===== src/rtl/rf_seq_sp.sv =====
// Register file built on one single-port sync-read array; write, rs1 read, rs2 read are sequenced.
// Latency: RspValid arrives 4 cycles after the accept cycle, or 5 when the command writes.
// Backpressure: ReqReady is high only in IDLE, so at most one command is in flight.
module rf_seq_sp #(
  parameter int addr_w  = 5,
  parameter int data_w  = 32,
  parameter bit ZERO_X0 = 1'b1
) (
  input  logic              clk,
  input  logic              rst_n,
  input  logic              ReqValid,
  output logic              ReqReady,
  input  logic              RdWe,
  input  logic [addr_w-1:0] RdAddr,
  input  logic [data_w-1:0] RdData,
  input  logic [addr_w-1:0] Rs1Addr,
  input  logic [addr_w-1:0] Rs2Addr,
  output logic [data_w-1:0] Rs1Data,
  output logic [data_w-1:0] Rs2Data,
  output logic              RspValid
);

  localparam int DEPTH = 1 << addr_w;

  localparam logic [2:0] S_IDLE = 3'd0;
  localparam logic [2:0] S_WR   = 3'd1;
  localparam logic [2:0] S_RD1  = 3'd2;
  localparam logic [2:0] S_RD2  = 3'd3;
  localparam logic [2:0] S_RSP  = 3'd4;

  logic [2:0]        r_state;
  logic [2:0]        w_state_nxt;

  // Command captured at accept; the input bus is free to change afterwards.
  logic              r_we;
  logic [addr_w-1:0] r_rd;
  logic [data_w-1:0] r_wd;
  logic [addr_w-1:0] r_rs1;
  logic [addr_w-1:0] r_rs2;

  // Storage array and its synchronous read register.
  logic [data_w-1:0] r_mem [DEPTH];
  logic [data_w-1:0] r_q;

  logic              w_accept;
  logic              w_wr_needed;
  logic              w_mem_we;
  logic              w_mem_re;
  logic [addr_w-1:0] w_raddr;
  logic              w_rs1_zero;
  logic              w_rs2_zero;

  assign ReqReady    = (r_state == S_IDLE);
  assign w_accept    = ReqValid & ReqReady;
  // Writes to x0 are dropped up front so they never cost a WR cycle.
  assign w_wr_needed = RdWe & ~(ZERO_X0 & (RdAddr == '0));
  assign w_mem_we    = (r_state == S_WR) & r_we;
  assign w_mem_re    = (r_state == S_RD1) | (r_state == S_RD2);
  assign w_raddr     = (r_state == S_RD1) ? r_rs1 : r_rs2;
  assign w_rs1_zero  = ZERO_X0 & (r_rs1 == '0);
  assign w_rs2_zero  = ZERO_X0 & (r_rs2 == '0);

  // Next-state sequencing: one array access per state.
  always_comb begin
    w_state_nxt = r_state;
    case (r_state)
      S_IDLE:  if (w_accept) w_state_nxt = w_wr_needed ? S_WR : S_RD1;
      S_WR:    w_state_nxt = S_RD1;
      S_RD1:   w_state_nxt = S_RD2;
      S_RD2:   w_state_nxt = S_RSP;
      S_RSP:   w_state_nxt = S_IDLE;
      default: w_state_nxt = S_IDLE;
    endcase
  end

  // State register.
  always_ff @(posedge clk or negedge rst_n) begin
    if (!rst_n) r_state <= S_IDLE;
    else        r_state <= w_state_nxt;
  end

  // Latch the command fields on accept only.
  always_ff @(posedge clk or negedge rst_n) begin
    if (!rst_n) begin
      r_we  <= 1'b0;
      r_rd  <= '0;
      r_wd  <= '0;
      r_rs1 <= '0;
      r_rs2 <= '0;
    end else if (w_accept) begin
      r_we  <= RdWe;
      r_rd  <= RdAddr;
      r_wd  <= RdData;
      r_rs1 <= Rs1Addr;
      r_rs2 <= Rs2Addr;
    end
  end

  // Single-port array: either the write or one synchronous read per cycle, never both.
  always_ff @(posedge clk) begin
    if (w_mem_we)      r_mem[r_rd] <= r_wd;
    else if (w_mem_re) r_q         <= r_mem[w_raddr];
  end

  // Response registers: rs1 result lands in RD2, rs2 result and the valid pulse in RSP.
  always_ff @(posedge clk or negedge rst_n) begin
    if (!rst_n) begin
      Rs1Data  <= '0;
      Rs2Data  <= '0;
      RspValid <= 1'b0;
    end else begin
      RspValid <= (r_state == S_RSP);
      if (r_state == S_RD2) Rs1Data <= w_rs1_zero ? '0 : r_q;
      if (r_state == S_RSP) Rs2Data <= w_rs2_zero ? '0 : r_q;
    end
  end

endmodule


===== config.mk =====
export PLATFORM = sky130hd
export DESIGN_NAME = rf_seq_sp
export DESIGN_NICKNAME = d
export VERILOG_FILES = /design/src/rtl/rf_seq_sp.sv
export SDC_FILE = /design/constraint.sdc
export NUM_CORES = 2
export LEC_CHECK = 0
export ABC_AREA = 1
export CAP_MARGIN = 20
export CORE_UTILIZATION = 52
export CTS_BUF_LIST = sky130_fd_sc_hd__clkbuf_8
export DETAILED_ROUTE_END_ITERATION = 10
export PLACE_DENSITY_LB_ADDON = 0.2
export SKIP_LAST_GASP = 1
export SYNTH_ARGS = -nofsm -noshare
export SYNTH_HDL_FRONTEND = slang
export SYNTH_SLANG_ARGS = --single-unit
export TNS_END_PERCENT = 20

===== constraint.sdc =====
create_clock -name clk -period 3.2 [get_ports clk]
set_input_delay 0.64 -clock clk [delete_from_list [all_inputs] [get_ports clk]]
set_output_delay 0.64 -clock clk [all_outputs]
set_load 0.01 [all_outputs]

==> out/metrics.yaml <==
synth_top_cells_by_count: "1162 x nand2_1, 1056 x edfxtp_1, 1009 x nand3_1, 978 x inv_1, 137 x buf_2"
timing.reg2reg.worst_path_depth: 9
worst_pin_slew_ns: 1.120
place.gp.congestion: 0.8254
postSynthNetCount: 4873
netlist_area_mm2: 0.05070
finalSetupViolations: 0
fmax_ghz: 0.3279
place_area_mm2: 0.05403
clock_buffers_created_by_tritoncts: 189
power_mw: 60.18
reg2reg_slack_ns: 0.36
finalNetCount: 5067
synthToLayoutAreaGrowth_pct: 13.75
row_count: 114
port_buf_inserts: 116
cp-start-kind: "flip-flop"
first_pass_grt_wire_length_um: 210900
p_leak_nw: 24.91
grt.total_usage_pct: 28.94
detail_route.first_pass.iterations: 8
report.final.slew_viol_count: 0
synth.most_common_cell: "nand2_1"
yosysSeqAreaShare_pct: 68.27
dieHeight_um: 314.3
post_synthesis_cell_type_count: 29
final_area_mm2: 0.05767
share_of_cells_above_drive_strength_1_pct: 8.885
syn-mean-instance-area_um2: 10.51
die_x_um: 314.3
routed_wire_length_per_instance_um: 21.95
place_ws_ns: 0.4172
setup_repair_after_global_routing_missed_its_margin: "no"
design.die.area_mm2: 0.09875
post_drt_via_cell_ratio: 5.442
drt_first_iter_violations: 4288
hold_viol_final: 0
grt_max_degree: 99
crit_path_max_fanout: 36
pwr_density_cell_mw_per_mm2: 1044
cp.required_ns: 2.56
place.detailed.instances: 6092
initial_utilization_pct: 52.50
cts_resized: 0
layoutNonFillerInstCount: 6443
remaining_drc_errors: 0
worstSkewPairLatency_ns: 0.86
setup-tns-final_ns: 0
cp.arrival_ns: 2.41
synth_enable_flop_cells: 1056
cap_violations: 0
clock_tree.root_cell: "clkbuf_8"
antenna_violating_nets_post_route: 0
synth_top_cell_by_area: "edfxtp_1"
worst_clock_skew_ns: 0.03991
top_area_cell_type_share_of_the_netlist_area_pct: 62.55
route.final.wire_length_um: 141500
num_vias: 35063
ctsHtreeMaxLevel: 4
crit_type: "flip-flop to output port"
crit_path_end_kind: "output port"
dominantRegCellSynth: "edfxtp_1"
layout.core_utilization_pct: 59.72
cts_buffer_depth: 3
hp-class: "primary input to asynchronous set/reset pin"
worst_setup_hold_path_clk_slew_ns: 0.06
ys_seq_elements: 1172
global_route.overflow_total: 0
cts.repair_timing.setup_buffer_count: 0
outcome: "completed"
critPathLaunch: "r_state[2]$_DFFE_PN0P_"
top_level_ports: 117
ctsHoldBuffers: 1
worst_r2r_endpoint: "r_q[26]$_DFFE_PP_"
final_period_minus_worst_setup_slack_ns: 3.050
layout_setup_ws_ns: 0.1499
period_share_pct: 95.32
clock_tree_from_tritoncts: "yes"
core_region_area_mm2: 0.09657
timing.rr.start: "r_state[0]$_DFFE_PN0P_"
max-slew-margin-rel_pct: 25.36
first_global_vias: 33250
whs_ns: 0.3963
place.detailed.hpwl_um: 75530
timing.critical_path.to: "ReqReady"
clock-sinks: 1172
yosys_warnings: 0
grt_antenna_before_repair: 1
yosys-top-cells-area: "edfxtp_1 63%, nand3_1 10%, nand2_1 8.6%"
postSynth.asyncResetShare_pct: 9.898
worst_ir_drop_vdd_v: 0.001482
post_synth_inst_count: 4822
==> where the power goes <==
| group | internal, mW | switching [mW] | total [mW] |
|---|---|---|---|
| Sequential | 20.1 | 2.15 | 22.3 |
| Combinational | 8.22 | 17.9 | 26.1 |
| Clock | 5.90 | 5.89 | 11.8 |
| Total | 34.3 | 25.9 | 60.2 |
==> registers in the layout, indices dropped and copies added, names as in the netlist <==
signal,cells
Rs1Data,32
Rs2Data,32
RspValid,1
r_mem,1024
r_q,32
r_rd,5
r_rs1,5
r_rs2,5
r_state,3
r_wd,32
r_we,1
==> cell type report <==
class,count,area (um^2)
fill,7837,38890
sequential,1172,34610
multi-input combinational,2412,11340
inverter,981,3691
timing repair buffer,260,3019
clock buffer,206,2835
tap,1276,1597
clock inverter,135,578.1
antenna,1,2.502
==> placed cells by master, fill, tap and decap left out, types with 49 or more instances in the layout <==
| cell | n |
|---|---|
| buf_4 | 86 |
| nand3_1 | 1009 |
| clkbuf_8 | 206 |
| buf_12 | 49 |
| nand2_1 | 1160 |
| inv_1 | 1061 |
| dfrtp_1 | 116 |
| edfxtp_1 | 1056 |
| clkdlybuf4s50_1 | 115 |
| o21ai_0 | 67 |
| nand3b_1 | 64 |
==> worst min-delay path by stage <==
stage / slack [ns] / endpoint
2_1_floorplan: 0.34 / Rs1Data[0]$_DFFE_PN0P_
3_3_place_gp: 0.48 / Rs2Data[30]$_DFFE_PN0P_
3_5_place_dp: 0.50 / r_we$_DFFE_PN0P_
4_1_cts: 0.33 / r_wd[16]$_DFFE_PN0P_
5_1_grt: 0.36 / r_wd[16]$_DFFE_PN0P_
6_report: 0.40 / Rs1Data[14]$_DFFE_PN0P_
==> layer usage <==
layer	track usage (%)	vias to the layer above	wire length, um
met3	4.816	285	13430
met4	9.667	0	3853
li1	-	16070	-
met5	0	-	0
met2	45.94	1793	65860
met1	40.69	16915	58310
==> worst max-delay path, cell delays in order, from the launching register on <==
cell and delay (ns):
dfrtp_1 0.40, buf_4 0.28, nor2_1 0.29, clkdlybuf4s50_1 0.59
==> cell families after synthesis <==
group	after synthesis	synth area share (%)
and+or+nand+nor	2294	20.09
buffers and inverters	1238	9.997
DFF	1172	68.27
AOI/OAI and AO/OA	81	0.8218
muxes	37	0.8218
(Power assumes the default switching activity.)
